==> src/rtl/hazard_pkg.sv <==
// -----------------------------------------------------------------------------
// hazard_pkg
// Shared types for the RV32 pipeline hazard controller.
//   fwd_sel_t   : operand forwarding select (register file / W result / M ALU result)
//   mem_state_t : data-memory handshake state (idle / waiting for acknowledge)
//   reg_match() : true when a source register is nonzero and equals a destination
// -----------------------------------------------------------------------------
package hazard_pkg;

    typedef enum logic [1:0] {
        FWD_RF = 2'b00,
        FWD_W  = 2'b01,
        FWD_M  = 2'b10
    } fwd_sel_t;

    typedef enum logic {
        MEM_IDLE = 1'b0,
        MEM_WAIT = 1'b1
    } mem_state_t;

    localparam logic [4:0] REG_ZERO = 5'd0;

    // x0 is hard-wired to zero, so it never creates a dependency.
    function automatic logic reg_match(input logic [4:0] rs, input logic [4:0] rd);
        return (rs != REG_ZERO) && (rs == rd);
    endfunction

endpackage

==> src/rtl/hazard_ctrl_if.sv <==
// -----------------------------------------------------------------------------
// hazard_ctrl_if
// Bundles every datapath-facing signal of the hazard controller.
//   master : datapath/controller side (drives register ids and status, receives
//            stall/flush/forward controls)
//   slave  : hazard controller side
// Parameter CNT_W sets the width of the performance counters.
// -----------------------------------------------------------------------------
interface hazard_ctrl_if #(
    parameter int CNT_W = 32
) ();
    import hazard_pkg::*;

    logic [4:0]       Rs1D;
    logic [4:0]       Rs2D;
    logic [4:0]       Rs1E;
    logic [4:0]       Rs2E;
    logic [4:0]       RdE;
    logic [4:0]       RdM;
    logic [4:0]       RdW;
    logic             ResultSrcE0;
    logic             PCSrcE;
    logic             RegWriteM;
    logic             RegWriteW;
    logic             MemAccessM;
    logic             MemReadyM;
    logic             MemReqM;
    logic             StallF;
    logic             StallD;
    logic             StallE;
    logic             StallM;
    logic             FlushD;
    logic             FlushE;
    logic             FlushW;
    fwd_sel_t         ForwardAE;
    fwd_sel_t         ForwardBE;
    logic             MemTimeoutErr;
    logic [CNT_W-1:0] StallCnt;
    logic [CNT_W-1:0] FlushCnt;

    modport master (
        output Rs1D, Rs2D, Rs1E, Rs2E, RdE, RdM, RdW,
        output ResultSrcE0, PCSrcE, RegWriteM, RegWriteW, MemAccessM, MemReadyM,
        input  MemReqM, StallF, StallD, StallE, StallM, FlushD, FlushE, FlushW,
        input  ForwardAE, ForwardBE, MemTimeoutErr, StallCnt, FlushCnt
    );

    modport slave (
        input  Rs1D, Rs2D, Rs1E, Rs2E, RdE, RdM, RdW,
        input  ResultSrcE0, PCSrcE, RegWriteM, RegWriteW, MemAccessM, MemReadyM,
        output MemReqM, StallF, StallD, StallE, StallM, FlushD, FlushE, FlushW,
        output ForwardAE, ForwardBE, MemTimeoutErr, StallCnt, FlushCnt
    );

endinterface

==> src/rtl/forward_unit.sv <==
// -----------------------------------------------------------------------------
// forward_unit
// Combinational forwarding select for one E-stage source operand.
//   rs_e        in  5  source register in E
//   rd_m, rd_w  in  5  destination registers in M and W
//   reg_write_m in  1  M instruction writes the register file
//   reg_write_w in  1  W instruction writes the register file
//   fwd_sel     out 2  FWD_M / FWD_W / FWD_RF (M has priority: it is the newer value)
// -----------------------------------------------------------------------------
module forward_unit
    import hazard_pkg::*;
(
    input  logic [4:0] rs_e,
    input  logic [4:0] rd_m,
    input  logic [4:0] rd_w,
    input  logic       reg_write_m,
    input  logic       reg_write_w,
    output fwd_sel_t   fwd_sel
);

    // Pick the youngest in-flight producer of rs_e
    always_comb begin
        fwd_sel = FWD_RF;
        if (reg_write_m && reg_match(rs_e, rd_m)) begin
            fwd_sel = FWD_M;
        end else if (reg_write_w && reg_match(rs_e, rd_w)) begin
            fwd_sel = FWD_W;
        end else begin
            fwd_sel = FWD_RF;
        end
    end

endmodule

==> src/rtl/hazard_ctrl.sv <==
// -----------------------------------------------------------------------------
// hazard_ctrl
// Stall / flush / forward sequencing for the 5-stage RV32 pipeline, with a
// data-memory wait handshake that freezes F..M and bubbles W while an M-stage
// access is unacknowledged.
//   clk    in  1   rising-edge clock
//   reset  in  1   synchronous, active-high; forces all controls inactive
//   hz     slave modport of hazard_ctrl_if (register ids, handshake, controls,
//          saturating StallCnt/FlushCnt, sticky MemTimeoutErr)
// Parameters: CNT_W (counter width), MEM_TIMEOUT (WAIT cycles before timeout, >=1)
// -----------------------------------------------------------------------------
module hazard_ctrl
    import hazard_pkg::*;
#(
    parameter int CNT_W       = 32,
    parameter int MEM_TIMEOUT = 16
) (
    input  logic         clk,
    input  logic         reset,
    hazard_ctrl_if.slave hz
);

    localparam int                 WAIT_W     = $clog2(MEM_TIMEOUT + 1);
    localparam logic [WAIT_W-1:0]  WAIT_LIMIT = WAIT_W'(MEM_TIMEOUT);
    localparam logic [WAIT_W-1:0]  WAIT_ONE   = WAIT_W'(1'b1);
    localparam logic [CNT_W-1:0]   CNT_ONE    = CNT_W'(1'b1);
    localparam logic [CNT_W-1:0]   CNT_MAX    = {CNT_W{1'b1}};

    fwd_sel_t          fwd_a_s;
    fwd_sel_t          fwd_b_s;
    logic              lw_stall_s;
    logic              mem_stall_s;
    logic              mem_req_s;
    mem_state_t        state_r;
    mem_state_t        state_next_s;
    logic [WAIT_W-1:0] wait_cnt_r;
    logic [WAIT_W-1:0] wait_cnt_next_s;
    logic              timeout_hit_s;
    logic              timeout_err_r;
    logic [CNT_W-1:0]  stall_cnt_r;
    logic [CNT_W-1:0]  flush_cnt_r;
    logic              stall_f_s;
    logic              stall_e_s;
    logic              flush_d_s;
    logic              flush_e_s;
    logic              flush_w_s;
    logic              mem_req_out_s;

    function automatic logic [CNT_W-1:0] sat_inc(input logic [CNT_W-1:0] v);
        if (v == CNT_MAX) begin
            return v;
        end else begin
            return v + CNT_ONE;
        end
    endfunction

    forward_unit u_fwd_a (
        .rs_e        (hz.Rs1E),
        .rd_m        (hz.RdM),
        .rd_w        (hz.RdW),
        .reg_write_m (hz.RegWriteM),
        .reg_write_w (hz.RegWriteW),
        .fwd_sel     (fwd_a_s)
    );

    forward_unit u_fwd_b (
        .rs_e        (hz.Rs2E),
        .rd_m        (hz.RdM),
        .rd_w        (hz.RdW),
        .reg_write_m (hz.RegWriteM),
        .reg_write_w (hz.RegWriteW),
        .fwd_sel     (fwd_b_s)
    );

    // Load in E whose destination is read by the instruction in D
    always_comb begin
        lw_stall_s = 1'b0;
        if (hz.ResultSrcE0 && (hz.RdE != REG_ZERO)) begin
            lw_stall_s = (hz.Rs1D == hz.RdE) || (hz.Rs2D == hz.RdE);
        end else begin
            lw_stall_s = 1'b0;
        end
    end

    // Memory handshake FSM: next state, request and freeze condition
    always_comb begin
        state_next_s = state_r;
        mem_req_s    = 1'b0;
        mem_stall_s  = 1'b0;
        case (state_r)
            MEM_IDLE: begin
                mem_req_s   = hz.MemAccessM;
                // Same-cycle acknowledge costs nothing.
                mem_stall_s = hz.MemAccessM && !hz.MemReadyM;
                if (mem_stall_s) begin
                    state_next_s = MEM_WAIT;
                end else begin
                    state_next_s = MEM_IDLE;
                end
            end
            MEM_WAIT: begin
                mem_req_s   = 1'b1;
                mem_stall_s = !hz.MemReadyM;
                if (hz.MemReadyM) begin
                    state_next_s = MEM_IDLE;
                end else begin
                    state_next_s = MEM_WAIT;
                end
            end
            default: begin
                state_next_s = MEM_IDLE;
                mem_req_s    = 1'b0;
                mem_stall_s  = 1'b0;
            end
        endcase
    end

    // Wait-cycle counter; holds at the limit so it cannot wrap during a long wait
    always_comb begin
        wait_cnt_next_s = {WAIT_W{1'b0}};
        timeout_hit_s   = 1'b0;
        if ((state_r == MEM_WAIT) && !hz.MemReadyM) begin
            if (wait_cnt_r != WAIT_LIMIT) begin
                wait_cnt_next_s = wait_cnt_r + WAIT_ONE;
            end else begin
                wait_cnt_next_s = wait_cnt_r;
            end
            timeout_hit_s = (wait_cnt_next_s == WAIT_LIMIT);
        end else begin
            wait_cnt_next_s = {WAIT_W{1'b0}};
            timeout_hit_s   = 1'b0;
        end
    end

    // Stall/flush combine; a memory freeze defers branch and load-use actions
    always_comb begin
        stall_f_s     = 1'b0;
        stall_e_s     = 1'b0;
        flush_d_s     = 1'b0;
        flush_e_s     = 1'b0;
        flush_w_s     = 1'b0;
        mem_req_out_s = 1'b0;
        if (reset) begin
            stall_f_s     = 1'b0;
            mem_req_out_s = 1'b0;
        end else begin
            stall_f_s     = lw_stall_s | mem_stall_s;
            stall_e_s     = mem_stall_s;
            flush_w_s     = mem_stall_s;
            // With load-use and a taken branch together, flushing D discards
            // the dependent instruction, so the branch wins.
            flush_d_s     = hz.PCSrcE & ~mem_stall_s;
            flush_e_s     = (lw_stall_s | hz.PCSrcE) & ~mem_stall_s;
            mem_req_out_s = mem_req_s;
        end
    end

    // FSM state, wait counter, sticky timeout flag and saturating counters
    always_ff @(posedge clk) begin
        if (reset) begin
            state_r       <= MEM_IDLE;
            wait_cnt_r    <= {WAIT_W{1'b0}};
            timeout_err_r <= 1'b0;
            stall_cnt_r   <= {CNT_W{1'b0}};
            flush_cnt_r   <= {CNT_W{1'b0}};
        end else begin
            state_r    <= state_next_s;
            wait_cnt_r <= wait_cnt_next_s;
            if (timeout_hit_s) begin
                timeout_err_r <= 1'b1;
            end
            if (stall_f_s) begin
                stall_cnt_r <= sat_inc(stall_cnt_r);
            end
            if (flush_d_s) begin
                flush_cnt_r <= sat_inc(flush_cnt_r);
            end
        end
    end

    assign hz.StallF        = stall_f_s;
    assign hz.StallD        = stall_f_s;
    assign hz.StallE        = stall_e_s;
    assign hz.StallM        = stall_e_s;
    assign hz.FlushD        = flush_d_s;
    assign hz.FlushE        = flush_e_s;
    assign hz.FlushW        = flush_w_s;
    assign hz.MemReqM       = mem_req_out_s;
    assign hz.ForwardAE     = reset ? FWD_RF : fwd_a_s;
    assign hz.ForwardBE     = reset ? FWD_RF : fwd_b_s;
    assign hz.MemTimeoutErr = timeout_err_r;
    assign hz.StallCnt      = stall_cnt_r;
    assign hz.FlushCnt      = flush_cnt_r;

endmodule

==> src/flat_wrapper.sv <==
// flat-port wrapper written by rule: the top's interface ports become plain ports
module hazard_ctrl_flat import hazard_pkg::*;
#(
    parameter int CNT_W       = 32,
    parameter int MEM_TIMEOUT = 16
)
  (clk, reset, hz_Rs1D, hz_Rs2D, hz_Rs1E, hz_Rs2E, hz_RdE, hz_RdM, hz_RdW, hz_ResultSrcE0, hz_PCSrcE, hz_RegWriteM, hz_RegWriteW, hz_MemAccessM, hz_MemReadyM, hz_MemReqM, hz_StallF, hz_StallD, hz_StallE, hz_StallM, hz_FlushD, hz_FlushE, hz_FlushW, hz_ForwardAE, hz_ForwardBE, hz_MemTimeoutErr, hz_StallCnt, hz_FlushCnt);
  hazard_ctrl_if #(.CNT_W(CNT_W)) hz_i ();
  input  logic clk;
  input  logic reset;
  input wire logic [$bits(hz_i.Rs1D)-1:0] hz_Rs1D;
  input wire logic [$bits(hz_i.Rs2D)-1:0] hz_Rs2D;
  input wire logic [$bits(hz_i.Rs1E)-1:0] hz_Rs1E;
  input wire logic [$bits(hz_i.Rs2E)-1:0] hz_Rs2E;
  input wire logic [$bits(hz_i.RdE)-1:0] hz_RdE;
  input wire logic [$bits(hz_i.RdM)-1:0] hz_RdM;
  input wire logic [$bits(hz_i.RdW)-1:0] hz_RdW;
  input wire logic [$bits(hz_i.ResultSrcE0)-1:0] hz_ResultSrcE0;
  input wire logic [$bits(hz_i.PCSrcE)-1:0] hz_PCSrcE;
  input wire logic [$bits(hz_i.RegWriteM)-1:0] hz_RegWriteM;
  input wire logic [$bits(hz_i.RegWriteW)-1:0] hz_RegWriteW;
  input wire logic [$bits(hz_i.MemAccessM)-1:0] hz_MemAccessM;
  input wire logic [$bits(hz_i.MemReadyM)-1:0] hz_MemReadyM;
  output wire logic [$bits(hz_i.MemReqM)-1:0] hz_MemReqM;
  output wire logic [$bits(hz_i.StallF)-1:0] hz_StallF;
  output wire logic [$bits(hz_i.StallD)-1:0] hz_StallD;
  output wire logic [$bits(hz_i.StallE)-1:0] hz_StallE;
  output wire logic [$bits(hz_i.StallM)-1:0] hz_StallM;
  output wire logic [$bits(hz_i.FlushD)-1:0] hz_FlushD;
  output wire logic [$bits(hz_i.FlushE)-1:0] hz_FlushE;
  output wire logic [$bits(hz_i.FlushW)-1:0] hz_FlushW;
  output wire logic [$bits(hz_i.ForwardAE)-1:0] hz_ForwardAE;
  output wire logic [$bits(hz_i.ForwardBE)-1:0] hz_ForwardBE;
  output wire logic [$bits(hz_i.MemTimeoutErr)-1:0] hz_MemTimeoutErr;
  output wire logic [$bits(hz_i.StallCnt)-1:0] hz_StallCnt;
  output wire logic [$bits(hz_i.FlushCnt)-1:0] hz_FlushCnt;
  assign hz_i.Rs1D = hz_Rs1D;
  assign hz_i.Rs2D = hz_Rs2D;
  assign hz_i.Rs1E = hz_Rs1E;
  assign hz_i.Rs2E = hz_Rs2E;
  assign hz_i.RdE = hz_RdE;
  assign hz_i.RdM = hz_RdM;
  assign hz_i.RdW = hz_RdW;
  assign hz_i.ResultSrcE0 = hz_ResultSrcE0;
  assign hz_i.PCSrcE = hz_PCSrcE;
  assign hz_i.RegWriteM = hz_RegWriteM;
  assign hz_i.RegWriteW = hz_RegWriteW;
  assign hz_i.MemAccessM = hz_MemAccessM;
  assign hz_i.MemReadyM = hz_MemReadyM;
  assign hz_MemReqM = hz_i.MemReqM;
  assign hz_StallF = hz_i.StallF;
  assign hz_StallD = hz_i.StallD;
  assign hz_StallE = hz_i.StallE;
  assign hz_StallM = hz_i.StallM;
  assign hz_FlushD = hz_i.FlushD;
  assign hz_FlushE = hz_i.FlushE;
  assign hz_FlushW = hz_i.FlushW;
  assign hz_ForwardAE = hz_i.ForwardAE;
  assign hz_ForwardBE = hz_i.ForwardBE;
  assign hz_MemTimeoutErr = hz_i.MemTimeoutErr;
  assign hz_StallCnt = hz_i.StallCnt;
  assign hz_FlushCnt = hz_i.FlushCnt;
  hazard_ctrl #(.CNT_W(CNT_W), .MEM_TIMEOUT(MEM_TIMEOUT)) u_core (.clk(clk), .reset(reset), .hz(hz_i));
endmodule
==> config.mk <==
export PLATFORM = sky130hd
export DESIGN_NAME = hazard_ctrl_flat
export DESIGN_NICKNAME = d
export VERILOG_FILES = /design/src/rtl/hazard_pkg.sv /design/src/rtl/hazard_ctrl_if.sv /design/src/rtl/forward_unit.sv /design/src/rtl/hazard_ctrl.sv /design/src/flat_wrapper.sv
export SDC_FILE = /design/constraint.sdc
export NUM_CORES = 1
export LEC_CHECK = 0
export BUFFER_PORTS_ARGS = -buffer_cell sky130_fd_sc_hd__buf_2
export CAP_MARGIN = 20
export CORE_UTILIZATION = 52
export DETAILED_ROUTE_END_ITERATION = 16
export GPL_TIMING_DRIVEN = 0
export PLACE_DENSITY = 0.81
export SLEW_MARGIN = 40
export SYNTH_ARGS = -nofsm -noshare
export SYNTH_HDL_FRONTEND = slang
export SYNTH_HIERARCHICAL = 1
export SYNTH_SLANG_ARGS = --single-unit
==> constraint.sdc <==
create_clock -name clk -period 2.7 [get_ports clk]
set_clock_uncertainty 0.1 [all_clocks]
set_input_delay 0.405 -clock clk [delete_from_list [all_inputs] [get_ports clk]]
set_output_delay 0.405 -clock clk [all_outputs]
set_load 0.005 [all_outputs]
==> metrics.txt <==
# TYPE chip_impl_metric gauge
chip_impl_info{name="outcome",value="finished clean"} 1
chip_impl_info{name="final_cell_mix",value="120 x sky130_fd_sc_hd__buf_2, 71 x sky130_fd_sc_hd__dfxtp_1, 65 x sky130_fd_sc_hd__nor2_1"} 1
chip_impl_metric{name="slew_headroom",unit=""} 0.515
chip_impl_metric{name="placedInstanceArea",unit="um2"} 4830
chip_impl_metric{name="die_area",unit="um2"} 8260
chip_impl_metric{name="n_antenna_cell",unit=""} 0
chip_impl_metric{name="dr.first_iter.drc_count",unit=""} 188
chip_impl_metric{name="dp_hpwl",unit="um"} 7810
chip_impl_info{name="dominantRegCellSynth",value="sky130_fd_sc_hd__dfxtp_1"} 1
chip_impl_metric{name="worst_r2r_setup_slack",unit="ns"} 0.26
chip_impl_metric{name="final.period_utilization",unit=""} 0.972
chip_impl_metric{name="initial_antenna_violation_count",unit=""} 0
chip_impl_info{name="worst_hold_startpoint",value="hz_MemReadyM"} 1
chip_impl_metric{name="cts_max_level",unit=""} 3
chip_impl_metric{name="mappedNetlistArea",unit="um2"} 4110
chip_impl_info{name="tritoncts",value="built"} 1
chip_impl_info{name="criticalPathCategory",value="in -> out"} 1
chip_impl_metric{name="cts_inserted_buffers",unit=""} 9
chip_impl_info{name="rsz0062_at_grt",value="no"} 1
chip_impl_metric{name="setup_viol",unit=""} 0
chip_impl_metric{name="yosysWarnings",unit=""} 6
chip_impl_metric{name="detail_route.drc_violations",unit=""} 0
chip_impl_metric{name="crit_path_time_final",unit="ns"} 2.62
chip_impl_metric{name="ant_nets",unit=""} 0
chip_impl_metric{name="totalPowerFinal",unit="uW"} 2240
chip_impl_info{name="timing.critical_path.from_type",value="input port"} 1
chip_impl_metric{name="final_area",unit="um2"} 5080
chip_impl_metric{name="design.core.area",unit="um2"} 7690
chip_impl_info{name="globalRoute.busiestLayer",value="met2"} 1
chip_impl_metric{name="power.density",unit="nW/um2"} 441
chip_impl_metric{name="grt.met2_usage",unit=""} 0.442
chip_impl_metric{name="die_h",unit="um"} 90.9
chip_impl_metric{name="synth-async-reset-ratio",unit=""} 0
chip_impl_metric{name="synth_edf_count",unit=""} 0
chip_impl_info{name="min_to",value="u_core/state_r$_SDFF_PP0_"} 1
chip_impl_metric{name="ir_worst_vdd",unit="mV"} 0.288
chip_impl_metric{name="crit_path_max_fanout",unit=""} 10
chip_impl_info{name="crit_path_end_kind",value="output port"} 1
chip_impl_metric{name="gp_congestion",unit=""} 0.828
chip_impl_metric{name="clk_path_buf_depth",unit=""} 2
chip_impl_metric{name="fill_cells",unit=""} 701
chip_impl_metric{name="first_global_vias",unit=""} 3817
chip_impl_metric{name="dr_total_vias",unit=""} 4153
chip_impl_metric{name="worst_r2r_path_depth",unit=""} 7
chip_impl_metric{name="cp.required",unit="ns"} 2.19
chip_impl_metric{name="overflow",unit=""} 0
chip_impl_metric{name="clk-insertion-delay-late",unit="ns"} 0.36
chip_impl_metric{name="final_setup_tns",unit="ns"} 0
chip_impl_metric{name="syn-instance-count",unit=""} 493
chip_impl_metric{name="final_hold_viol_count",unit=""} 0
chip_impl_metric{name="timing_max_transition_violations_final",unit=""} 0
chip_impl_metric{name="place.port_buffers",unit=""} 119
chip_impl_metric{name="yosysSeqAreaShare",unit=""} 0.346
chip_impl_metric{name="num-nets-final",unit=""} 672
chip_impl_metric{name="timing.fmax",unit="MHz"} 381
chip_impl_metric{name="via_per_inst",unit=""} 5.67
chip_impl_metric{name="route.detailed.wl_per_inst",unit="um"} 14.3
chip_impl_info{name="reg2reg_from",value="u_core/hz.StallCnt[24]$_SDFFE_PP0P_"} 1
chip_impl_metric{name="grtUsageMet3",unit=""} 0.0564
chip_impl_metric{name="layout-drive-gt1-share",unit=""} 0.256
chip_impl_metric{name="largest_net_degree_at_the_start_of_global_routing",unit=""} 15
chip_impl_metric{name="totalWireLength",unit="um"} 10400
chip_impl_metric{name="critPathArrivalTime",unit="ns"} 2.12
chip_impl_metric{name="synthesized_net_count",unit=""} 540
chip_impl_metric{name="p_leak",unit="uW"} 0.00208
chip_impl_metric{name="first_pass_grt_wire_length",unit="um"} 17500
chip_impl_info{name="worst_r2r_endpoint",value="u_core/hz.StallCnt[12]$_SDFFE_PP0P_"} 1
chip_impl_metric{name="ioPinCount",unit=""} 120
chip_impl_metric{name="synth_seq_cells",unit=""} 71
chip_impl_metric{name="worstMarginPinSlew",unit="ns"} 0.726
chip_impl_metric{name="area_growth",unit="%"} 23.7
chip_impl_metric{name="cap_viol_max_count",unit=""} 0
chip_impl_metric{name="die_outline_width",unit="um"} 90.9
chip_impl_info{name="layout.cells.most_common",value="sky130_fd_sc_hd__buf_2"} 1
chip_impl_metric{name="groute.usage.overall",unit=""} 0.263
chip_impl_metric{name="clock_transition_at_the_registers_of_the_reported_paths",unit="ns"} 0.07
chip_impl_metric{name="cts_sinks",unit=""} 71
chip_impl_info{name="min-delay-path-class",value="in -> reg"} 1
chip_impl_info{name="cts.root.buffer_cell",value="sky130_fd_sc_hd__clkbuf_8"} 1
chip_impl_metric{name="initial_core_util",unit=""} 0.534
chip_impl_metric{name="grt_use_met1",unit=""} 0.325
chip_impl_metric{name="synth.lib_cells_used.distinct",unit=""} 61
chip_impl_metric{name="synthesis.area_per_instance",unit="um2"} 8.33
chip_impl_metric{name="drtPass1Iterations",unit=""} 5
chip_impl_metric{name="std_cell_rows",unit=""} 32
chip_impl_metric{name="timing.hold.worst_path_depth",unit=""} 2
Yosys cell counts, types with 2 or more instances:
cell type                   number  share of area
sky130_fd_sc_hd__clkbuf_1       12          0.011
sky130_fd_sc_hd__dfxtp_1        71           0.35
sky130_fd_sc_hd__a31oi_1         3         0.0046
sky130_fd_sc_hd__o31ai_1        13          0.024
sky130_fd_sc_hd__or3_1          10          0.015
sky130_fd_sc_hd__o21ai_1         4         0.0049
sky130_fd_sc_hd__buf_4           3         0.0055
sky130_fd_sc_hd__nand4_2         2         0.0061
sky130_fd_sc_hd__a2111oi_0       2         0.0043
sky130_fd_sc_hd__nor2b_1         5         0.0076
sky130_fd_sc_hd__buf_6           4          0.011
sky130_fd_sc_hd__nand3b_1        2         0.0037
sky130_fd_sc_hd__nor4_1          6         0.0091
sky130_fd_sc_hd__inv_1           9         0.0082
sky130_fd_sc_hd__nor3_1          6         0.0073
sky130_fd_sc_hd__and4_1          8          0.017
sky130_fd_sc_hd__nand4_1        24          0.037
sky130_fd_sc_hd__or4_1          16          0.029
sky130_fd_sc_hd__and2_1          4         0.0061
sky130_fd_sc_hd__mux2i_1         2         0.0049
sky130_fd_sc_hd__and3b_1         2         0.0043
sky130_fd_sc_hd__nor3b_1         2         0.0037
sky130_fd_sc_hd__and3_1         15          0.023
sky130_fd_sc_hd__o21ai_0         9          0.011
sky130_fd_sc_hd__xnor2_1        33          0.070
sky130_fd_sc_hd__o311a_1         2         0.0049
sky130_fd_sc_hd__a21oi_1        26          0.032
sky130_fd_sc_hd__xor2_1         37          0.079
sky130_fd_sc_hd__nand3_1        30          0.037
sky130_fd_sc_hd__nand2_1        33          0.030
sky130_fd_sc_hd__ha_1            4          0.012
sky130_fd_sc_hd__nor2_1         65          0.059
per-layer routing:
| layer | wire length, um | part of all wire | up-vias |
|---|---|---|---|
| met4 | 169 | 0.016 | 0 |
| met3 | 690 | 0.066 | 15 |
| met5 | 0 | 0 | - |
| met2 | 5170 | 0.50 | 159 |
| li1 | - | - | 2051 |
| met1 | 4400 | 0.42 | 1928 |
worst max path at each step:
stage                         start        end  slack, ns  cells past startpoint
after floorplan           hz_RdE[1]  hz_StallF       0.29                      8
after global placement    hz_RdE[1]  hz_StallF      -0.19                     10
after detailed placement  hz_RdE[1]  hz_StallF      -0.20                     10
after CTS                 hz_RdE[1]  hz_StallF       0.03                     10
after global routing      hz_RdE[1]  hz_StallF      0.008                     10
final                     hz_RdE[1]  hz_StallF       0.08                     10
flip-flops by register name, indices dropped and copies added (netlist names):
name	flops
u_core/hz.FlushCnt	32
u_core/hz.StallCnt	32
u_core/wait_cnt_r	5
u_core/hz.MemTimeoutErr	1
u_core/state_r	1
power breakdown:
group	internal, uW	leakage (uW)	switching [uW]
logic	92.2	0.00140	123
clock network	529	0.000107	440
registers	1050	0.000572	6.01
metrics by stage:
stage	utilization	setup WS, ns	std cells	hold slack [ns]
2_1_floorplan	-	0.286	493	0.361
3_3_place_gp	0.628	-0.193	714	0.361
3_5_place_dp	0.628	-0.195	714	0.364
4_1_cts	0.660	0.0326	732	0.172
5_1_grt	0.661	0.00759	732	0.199
6_report	0.661	0.0767	732	0.184
cell type report:
type | count | area (um2) | area share
multi-input cells | 390 | 2530 | 0.499
flip-flops and latches | 71 | 1420 | 0.280
repair buffers | 121 | 611 | 0.120
well taps | 102 | 128 | 0.0251
clock buffers | 9 | 124 | 0.0244
plain buffers | 21 | 121 | 0.0239
clock inverters | 7 | 101 | 0.0199
inverters | 11 | 41.3 | 0.00813
timing repair:
| action | 4_1_cts | 5_1_grt |
|---|---|---|
| hold buffers | 0 | 0 |
| buffers inserted | 2 | 0 |
| setup endpoints to repair | 2 | 1 |
| resized for setup | 1 | 1 |
| pin swaps | 2 | 0 |
| endpoints found under the hold margin | 0 | 0 |
worst max-delay path: stages:
cell and delay [ns]:
sky130_fd_sc_hd__buf_2 0.12, sky130_fd_sc_hd__or4_4 0.54, sky130_fd_sc_hd__o21ai_4 0.19, sky130_fd_sc_hd__inv_2 0.07, sky130_fd_sc_hd__a21oi_4 0.15, sky130_fd_sc_hd__buf_6 0.16
sky130_fd_sc_hd__buf_6 0.15, sky130_fd_sc_hd__nor2_1 0.06, sky130_fd_sc_hd__buf_4 0.15, sky130_fd_sc_hd__buf_2 0.11
logic make-up after synthesis:
kind of cell	after synthesis	synth area share
muxes	3	0.00762
buffers and inverters	32	0.0396
and+or+nand+nor	241	0.322
xor gates and xnor gates	70	0.149
adders and majority gates	4	0.0122
DFF	71	0.346
AOI/OAI and AO/OA	72	0.123
Power figures use the tool's default switching activity.
